==> config.mk <==
export PLATFORM = sky130hd
export DESIGN_NAME = core_bram_stream_reader
export DESIGN_NICKNAME = d
export VERILOG_FILES = /design/src/rtl/core_bram_reader_pkg.sv /design/src/rtl/core_fifo2.sv /design/src/rtl/core_bram_stream_reader.sv
export SDC_FILE = /design/constraint.sdc
export NUM_CORES = 1
export LEC_CHECK = 0
export BUFFER_PORTS_ARGS = -buffer_cell sky130_fd_sc_hd__buf_2
export CAP_MARGIN = 15
export CORE_MARGIN = 5
export CORE_UTILIZATION = 25
export CTS_CLUSTER_SIZE = 10
export DETAILED_ROUTE_END_ITERATION = 10
export PLACE_DENSITY = 0.53
export RECOVER_POWER = 50
export SLEW_MARGIN = 10
export SYNTH_ARGS = -nofsm -noshare
export SYNTH_HDL_FRONTEND = slang
export SYNTH_SLANG_ARGS = --single-unit
export TNS_END_PERCENT = 1
==> constraint.sdc <==
create_clock -name clk_i -period 2.6 [get_ports clk_i]
set_input_delay 0.52 -clock clk_i [delete_from_list [all_inputs] [get_ports clk_i]]
set_output_delay 0.52 -clock clk_i [all_outputs]
set_load 0.03 [all_outputs]
==> src/rtl/core_bram_reader_pkg.sv <==
// ----------------------------------------------------------------------------
// core_bram_reader_pkg
// Shared types and constants for the BRAM stream reader and its FIFO.
//   reader_state_e : reader control states (IDLE, READ, DRAIN)
//   FifoDepth      : number of entries in the output skid FIFO
//   FifoCntWidth   : width of the FIFO occupancy count
//   StallCntWidth  : width of the optional stall counter
//                    (CORE_BRAM_READER_STALL_CNT_EN)
// ----------------------------------------------------------------------------
package core_bram_reader_pkg;

  typedef enum logic [1:0] {
    IDLE  = 2'd0,
    READ  = 2'd1,
    DRAIN = 2'd2
  } reader_state_e;

  localparam int FifoDepth     = 2;
  localparam int FifoCntWidth  = $clog2(FifoDepth + 1);
  localparam int StallCntWidth = 32;

endpackage : core_bram_reader_pkg

==> src/rtl/core_fifo2.sv <==
// ----------------------------------------------------------------------------
// core_fifo2
// Two-entry FIFO holding {last, data} beats between the BRAM return path and
// the output stream. The head entry is presented combinationally.
// Ports:
//   clk_i, rst_ni   : clock, asynchronous active-low reset
//   push_i, wdata_i : write strobe and entry
//   pop_i           : remove head entry
//   rdata_o         : head entry
//   count_o         : occupancy (0..2)
//   full_o, empty_o : occupancy flags
// ----------------------------------------------------------------------------
module core_fifo2
  import core_bram_reader_pkg::*;
#(
  parameter int Width = 9
) (
  input  logic                    clk_i,
  input  logic                    rst_ni,
  input  logic                    push_i,
  input  logic                    pop_i,
  input  logic [Width-1:0]        wdata_i,
  output logic [Width-1:0]        rdata_o,
  output logic [FifoCntWidth-1:0] count_o,
  output logic                    full_o,
  output logic                    empty_o
);

  logic [Width-1:0]        mem_q [FifoDepth];
  logic                    wr_ptr_q;
  logic                    rd_ptr_q;
  logic [FifoCntWidth-1:0] count_q;
  logic                    do_push;
  logic                    do_pop;

  // A push into a full FIFO is only honoured when the head leaves in the same
  // cycle; the slot being written is then the one just vacated.
  always_comb begin
    full_o  = (count_q == FifoCntWidth'(FifoDepth));
    empty_o = (count_q == '0);
    do_pop  = pop_i && !empty_o;
    do_push = push_i && (!full_o || pop_i);
    rdata_o = mem_q[rd_ptr_q];
    count_o = count_q;
  end

  // Storage, pointers and occupancy.
  always_ff @(posedge clk_i or negedge rst_ni) begin
    if (!rst_ni) begin
      for (int i = 0; i < FifoDepth; i++) begin
        mem_q[i] <= '0;
      end
      wr_ptr_q <= 1'b0;
      rd_ptr_q <= 1'b0;
      count_q  <= '0;
    end else begin
      if (do_push) begin
        mem_q[wr_ptr_q] <= wdata_i;
        wr_ptr_q        <= ~wr_ptr_q;
      end
      if (do_pop) begin
        rd_ptr_q <= ~rd_ptr_q;
      end
      case ({do_push, do_pop})
        2'b10:   count_q <= count_q + FifoCntWidth'(1);
        2'b01:   count_q <= count_q - FifoCntWidth'(1);
        default: count_q <= count_q;
      endcase
    end
  end

endmodule : core_fifo2

==> src/rtl/core_bram_stream_reader.sv <==
// ----------------------------------------------------------------------------
// core_bram_stream_reader
// Burst read initiator for one port of a synchronous (1-cycle latency) BRAM.
// A command (base, length) produces `length` sequential reads, wrapping at
// Depth, and the returned words leave as a valid/ready stream with last_o on
// the final beat. A 2-entry FIFO plus a credit check absorbs the read latency
// so backpressure never loses a beat.
// Optional feature macro: CORE_BRAM_READER_STALL_CNT_EN adds stall_cnt_o.
// Ports:
//   clk_i, rst_ni          : clock, asynchronous active-low reset
//   start_i                : command strobe (IDLE only)
//   base_addr_i, length_i  : burst start address and word count
//   busy_o, done_o         : burst in progress / one-cycle completion pulse
//   bram_addr_o            : BRAM read address
//   bram_write_en_o        : BRAM write enable (always 0)
//   bram_wdata_o           : BRAM write data (always 0)
//   bram_rdata_i           : BRAM read data
//   data_o, valid_o,
//   ready_i, last_o        : output stream
//   stall_cnt_o            : valid-without-ready cycles (optional)
// ----------------------------------------------------------------------------
module core_bram_stream_reader
  import core_bram_reader_pkg::*;
#(
  parameter int DataWidth = 8,
  parameter int Depth     = 1024,
  parameter int AddrWidth = $clog2(Depth + 1)
) (
  input  logic                 clk_i,
  input  logic                 rst_ni,
  input  logic                 start_i,
  input  logic [AddrWidth-1:0] base_addr_i,
  input  logic [AddrWidth-1:0] length_i,
  output logic                 busy_o,
  output logic                 done_o,
  output logic [AddrWidth-1:0] bram_addr_o,
  output logic                 bram_write_en_o,
  output logic [DataWidth-1:0] bram_wdata_o,
  input  logic [DataWidth-1:0] bram_rdata_i,
  output logic [DataWidth-1:0] data_o,
  output logic                 valid_o,
  input  logic                 ready_i,
  output logic                 last_o
`ifdef CORE_BRAM_READER_STALL_CNT_EN
  ,
  output logic [StallCntWidth-1:0] stall_cnt_o
`endif
);

  localparam logic [AddrWidth-1:0] LastAddr = AddrWidth'(Depth - 1);

  reader_state_e           state_q, state_d;
  logic [AddrWidth-1:0]    addr_q, addr_d;
  logic [AddrWidth-1:0]    len_q, len_d;
  logic [AddrWidth-1:0]    issued_q, issued_d;
  logic [AddrWidth-1:0]    hold_q, hold_d;
  logic                    inflight_q, inflight_d;
  logic                    inflight_last_q, inflight_last_d;
  logic                    zero_done_q, zero_done_d;

  logic                    issue;
  logic                    accept;
  logic                    drain_done;
  logic                    last_issue;
  logic                    pop;
  logic                    credit_ok;
  logic [2:0]              occ;
  logic [2:0]              limit;

  logic [DataWidth:0]      fifo_rdata;
  logic [FifoCntWidth-1:0] fifo_count;
  logic                    fifo_full;
  logic                    fifo_empty;

  // Beats return one cycle after issue; the in-flight flag is the push strobe
  // and carries the last tag alongside the data.
  core_fifo2 #(
    .Width(DataWidth + 1)
  ) u_fifo (
    .clk_i   (clk_i),
    .rst_ni  (rst_ni),
    .push_i  (inflight_q),
    .pop_i   (pop),
    .wdata_i ({inflight_last_q, bram_rdata_i}),
    .rdata_o (fifo_rdata),
    .count_o (fifo_count),
    .full_o  (fifo_full),
    .empty_o (fifo_empty)
  );

  // Stream side: a beat is valid whenever the FIFO holds one.
  always_comb begin
    valid_o         = !fifo_empty;
    data_o          = fifo_rdata[DataWidth-1:0];
    last_o          = valid_o && fifo_rdata[DataWidth];
    pop             = valid_o && ready_i;
    bram_write_en_o = 1'b0;
    bram_wdata_o    = '0;
  end

  // Credit check: a new read may issue only if, after this cycle's pop, the
  // FIFO plus the read already in flight leave room for it.
  always_comb begin
    occ        = {1'b0, fifo_count} + {2'b0, inflight_q};
    limit      = 3'(FifoDepth) + {2'b0, pop};
    credit_ok  = (occ < limit) && !(fifo_full && !pop);
    last_issue = (issued_q == len_q - AddrWidth'(1));
  end

  // Next-state logic for the control FSM and the burst bookkeeping.
  always_comb begin
    state_d     = state_q;
    addr_d      = addr_q;
    len_d       = len_q;
    issued_d    = issued_q;
    hold_d      = hold_q;
    zero_done_d = 1'b0;
    issue       = 1'b0;
    accept      = 1'b0;
    drain_done  = 1'b0;

    case (state_q)
      IDLE: begin
        if (start_i && !zero_done_q) begin
          if (length_i != '0) begin
            accept   = 1'b1;
            addr_d   = base_addr_i;
            len_d    = length_i;
            issued_d = '0;
            state_d  = READ;
          end else begin
            zero_done_d = 1'b1;
          end
        end
      end
      READ: begin
        if ((issued_q < len_q) && credit_ok) begin
          issue    = 1'b1;
          hold_d   = addr_q;
          addr_d   = (addr_q == LastAddr) ? '0 : addr_q + AddrWidth'(1);
          issued_d = issued_q + AddrWidth'(1);
          if (last_issue) begin
            state_d = DRAIN;
          end
        end
      end
      DRAIN: begin
        if (!inflight_q && fifo_empty) begin
          drain_done = 1'b1;
          state_d    = IDLE;
        end
      end
      default: begin
        state_d = IDLE;
      end
    endcase

    inflight_d      = issue;
    inflight_last_d = issue && last_issue;
  end

  // The BRAM address follows the issuing read and otherwise holds.
  always_comb begin
    bram_addr_o = issue ? addr_q : hold_q;
    busy_o      = (state_q != IDLE) && !drain_done;
    done_o      = drain_done || zero_done_q;
  end

  // Control and bookkeeping registers.
  always_ff @(posedge clk_i or negedge rst_ni) begin
    if (!rst_ni) begin
      state_q         <= IDLE;
      addr_q          <= '0;
      len_q           <= '0;
      issued_q        <= '0;
      hold_q          <= '0;
      inflight_q      <= 1'b0;
      inflight_last_q <= 1'b0;
      zero_done_q     <= 1'b0;
    end else begin
      state_q         <= state_d;
      addr_q          <= addr_d;
      len_q           <= len_d;
      issued_q        <= issued_d;
      hold_q          <= hold_d;
      inflight_q      <= inflight_d;
      inflight_last_q <= inflight_last_d;
      zero_done_q     <= zero_done_d;
    end
  end

`ifdef CORE_BRAM_READER_STALL_CNT_EN
  logic [StallCntWidth-1:0] stall_q, stall_d;

  // Saturating count of stalled cycles, restarted by each accepted command
  // and left untouched after the burst ends.
  always_comb begin
    stall_d = stall_q;
    if (accept) begin
      stall_d = '0;
    end else if (valid_o && !ready_i && (stall_q != '1)) begin
      stall_d = stall_q + StallCntWidth'(1);
    end
    stall_cnt_o = stall_q;
  end

  always_ff @(posedge clk_i or negedge rst_ni) begin
    if (!rst_ni) begin
      stall_q <= '0;
    end else begin
      stall_q <= stall_d;
    end
  end
`endif

endmodule : core_bram_stream_reader

==> impl_metrics.sql <==
INSERT INTO impl_metrics (metric_group, metric, value, unit) VALUES
('status', 'run_status', 'finished with violations', ''),
('status', 'violations', 'capacitance limit, slew limit, setup timing', ''),
('clocking', 'cts_hold_buf', '0', ''),
('timing', 'max_freq', '0.3337', 'GHz'),
('die', 'die-width', '136.5', 'um'),
('setup_path', 'crit_arrival', '2.48', 'ns'),
('yosys', 'synth.cell_area', '3999', 'um2'),
('clocking', 'clkLatencyLatePin', '0.33', 'ns'),
('detailed_routing', 'average_wire_per_standard_cell', '14.90', 'um'),
('yosys', 'post_synth.cell_area_avg', '10.18', 'um2'),
('die', 'fp.dieH', '136.5', 'um'),
('timing', 'timing.final.crit_period', '2.997', 'ns'),
('finish', 'drive_above_1_share', '0.3506', ''),
('timing', 'tightestPinTransition', '1.823', 'ns'),
('timing', 'hold_viol', '0', ''),
('die', 'die_area', '18620', 'um2'),
('die', 'core_area', '15770', 'um2'),
('grt', 'groute.usage.overall', '0.1175', ''),
('detailed_routing', 'totalWireLength', '10700', 'um'),
('die', 'initial_core_util', '0.2536', ''),
('detailed_routing', 'firstDrtPassIters', '4', ''),
('setup_path', 'cp-end-kind', 'output pin', ''),
('power_and_ir_drop', 'leakage_power_total', '2.391', 'nW'),
('grt', 'maximum_number_of_pins_on_one_net_before_global_route_repair', '72', ''),
('setup_path', 'critPathMaxFanout', '6', ''),
('grt', 'grt_antenna_before_repair', '0', ''),
('clocking', 'cts-root-to-sink-buffers', '2', ''),
('timing', 'final-max-slew-violation-count', '72', ''),
('setup_path', 'cp_data_required_time', '2.08', 'ns'),
('clocking', 'clkTransAtPathRegs', '0.05', 'ns'),
('power_and_ir_drop', 'clock_power_share', '0.153', ''),
('yosys', 'async_flop_share', '1.000', ''),
('setup_path', 'critical_path.n_buffers_inverters', '2', ''),
('timing', 'clock-skew-final', '0.006064', 'ns'),
('detailed_routing', 'route.antenna.remaining_nets', '0', ''),
('timing', 'setup_viol', '11', ''),
('setup_path', 'crit_path_max_incr_delay', '0.38', 'ns'),
('yosys', 'syn_inst', '393', ''),
('setup_path', 'crit_path_start_kind', 'flip-flop', ''),
('yosys', 'ys_seq_elements', '71', ''),
('yosys', 'synth.yosys.seq_area_share', '0.4443', ''),
('grt', 'grt_pass1_vias', '3419', ''),
('grt', 'grt_overflow_total', '0', ''),
('die', 'fp-row-count', '46', ''),
('yosys', 'synth.largest_area_cell', 'sky130_fd_sc_hd__dfrtp_1', ''),
('yosys', 'synthMostInstantiatedCell', 'sky130_fd_sc_hd__dfrtp_1', ''),
('timing', 'setup_slack', '-0.3966', 'ns'),
('power_and_ir_drop', 'vdd.ir_drop.worst', '0.7952', 'mV'),
('finish', 'fillers', '1650', ''),
('grt', 'grt_first_pass_wirelength', '17190', 'um'),
('run', 'timing.max_cap.violations', '1', ''),
('yosys', 'synth_ff_type', 'sky130_fd_sc_hd__dfrtp_1', ''),
('timing', 'timing.final.crit_share', '1.153', ''),
('clocking', 'tritoncts_num_sinks', '71', ''),
('yosys', 'yosys-top-cells-area', 'sky130_fd_sc_hd__dfrtp_1 44%, sky130_fd_sc_hd__mux2_2 11%, sky130_fd_sc_hd__ha_1 5.3%', ''),
('power_and_ir_drop', 'internal_power', '4.172', 'mW'),
('clocking', 'clk_root_buffer_cell', 'sky130_fd_sc_hd__clkbuf_16', ''),
('setup_path', 'cp.depth', '9', ''),
('power_and_ir_drop', 'netSwitchingFraction', '0.4250', ''),
('yosys', 'synth.cells.most_frequent', '71 x sky130_fd_sc_hd__dfrtp_1, 38 x sky130_fd_sc_hd__mux2_2, 35 x sky130_fd_sc_hd__nand2_1', ''),
('timing', 'final_tns_setup', '-4.124', 'ns'),
('clocking', 'clock_tree_from_tritoncts', 'done', ''),
('place', 'buffer_ports.inserted', '56', ''),
('yosys', 'ys_types', '56', ''),
('yosys', 'synth_edf_count', '0', ''),
('timing', 'grt_setup_unrepaired', 'true', ''),
('detailed_routing', 'drt_iter0_markers', '183', ''),
('hold_path', 'hp-class', 'primary input to flip-flop', ''),
('setup_path', 'worstRegToRegCells', '9', ''),
('finish', 'num-nets-final', '550', ''),
('detailed_routing', 'vias', '3387', '');
-- placed cells by master (no fill, tap or decap), types with 7 or more instances in the layout --
cell / synthesis / routed
sky130_fd_sc_hd__dfrtp_1: 71 / 71
sky130_fd_sc_hd__buf_4: 9 / 53
sky130_fd_sc_hd__buf_2: 1 / 44
sky130_fd_sc_hd__nand2_1: 35 / 34
sky130_fd_sc_hd__mux2_2: 38 / 32
sky130_fd_sc_hd__o21ai_0: 23 / 21
sky130_fd_sc_hd__nand3_1: 21 / 21
sky130_fd_sc_hd__inv_1: 18 / 17
sky130_fd_sc_hd__ha_1: 17 / 15
sky130_fd_sc_hd__a21oi_1: 14 / 14
sky130_fd_sc_hd__nor2_1: 13 / 13
sky130_fd_sc_hd__xnor2_1: 13 / 13
sky130_fd_sc_hd__nor3_1: 13 / 13
sky130_fd_sc_hd__conb_1: 1 / 9
sky130_fd_sc_hd__clkbuf_16: 0 / 9
sky130_fd_sc_hd__and3_1: 8 / 8
sky130_fd_sc_hd__o221ai_1: 7 / 7
sky130_fd_sc_hd__buf_6: 1 / 7
-- per-stage QoR --
step	instances	instance area (um2)	hold WS (ns)	util	total power [mW]
floorplan	401	4101	0.2244	-	4.631
global placement	699	4877	0.4759	0.3093	5.761
detailed placement	699	4877	0.4810	0.3093	5.894
CTS	718	5259	0.2314	0.3335	7.309
global route	718	5251	0.4281	0.3330	7.770
finish	718	5251	0.4204	0.3330	7.255
-- final timing paths --
path                                    endpoint  slack, ns    startpoint
worst max-delay path             bram_addr_o[10]      -0.40      len_q[9]
worst min-delay path                   len_q[10]       0.42  length_i[10]
worst max register to register       issued_q[9]       0.09      len_q[9]
worst min register to register         hold_q[0]       0.50     hold_q[0]
max in group asynchronous             hold_q[10]       0.75        rst_ni
min in group asynchronous       u_fifo.mem_q[16]       0.76        rst_ni
-- worst min-delay path, cell delays in order --
cell and delay, ns:
sky130_fd_sc_hd__buf_2 0.09, sky130_fd_sc_hd__nand2_1 0.04, sky130_fd_sc_hd__o21ai_0 0.06
-- layer usage --
metal	GRT usage	wire, um	up-vias
li1	-	-	1632
met1	0.1439	4512	1637
met2	0.2004	5391	98
met3	0.03035	535	20
met4	0.03919	260	0
met5	0	0	-
-- logic make-up (layout without fill, tap and decap cells) --
kind of cell,after synthesis,in the layout,synth area share
AO/OA/AOI/OAI,76,76,0.1273
XOR/XNOR,16,16,0.03505
adder cells (fa/ha/maj),17,17,0.05319
buffers and inverters,39,139,0.04724
flip-flops,71,71,0.4443
multiplexers,44,44,0.1220
other,1,9,0.0009378
AND/OR/NAND/NOR,129,130,0.1699
-- registers in the layout, summed over array words and instances (netlist names) --
signal,cells
state_q,2
issued_q,11
hold_q,11
inflight_last_q,1
u_fifo.rd_ptr_q,1
inflight_q,1
u_fifo.wr_ptr_q,1
addr_q,11
zero_done_q,1
len_q,11
u_fifo.count_o,2
u_fifo.mem_q,18
-- cell type report --
type                       instances  area [um2]  share of cell area
timing repair buffer             106       705.7              0.1344
sequential                        71        1777              0.3383
inverter                          19       75.07             0.01430
clock inverter                     1       5.005           0.0009531
tap                              216       270.3             0.05147
multi-input combinational        292        2158              0.4110
clock buffer                      13       260.3             0.04956
-- power groups by stage --
| stage | clock network, mW | logic (mW) | registers (mW) |
|---|---|---|---|
| after floorplan | 0 | 2.80 | 1.83 |
| after global placement | 0 | 3.91 | 1.85 |
| after detailed placement | 0 | 4.02 | 1.88 |
| after CTS | 1.15 | 4.30 | 1.86 |
| after global routing | 1.19 | 4.66 | 1.92 |
| final | 1.11 | 4.29 | 1.85 |
-- timing repair --
item                       CTS  global route
buffers inserted             4             0
setup endpoints to repair   11            15
pin swaps                    4             0
gates cloned                 1             0
gates resized for setup     21             3
No activity file was read; power rests on OpenSTA's default activity.
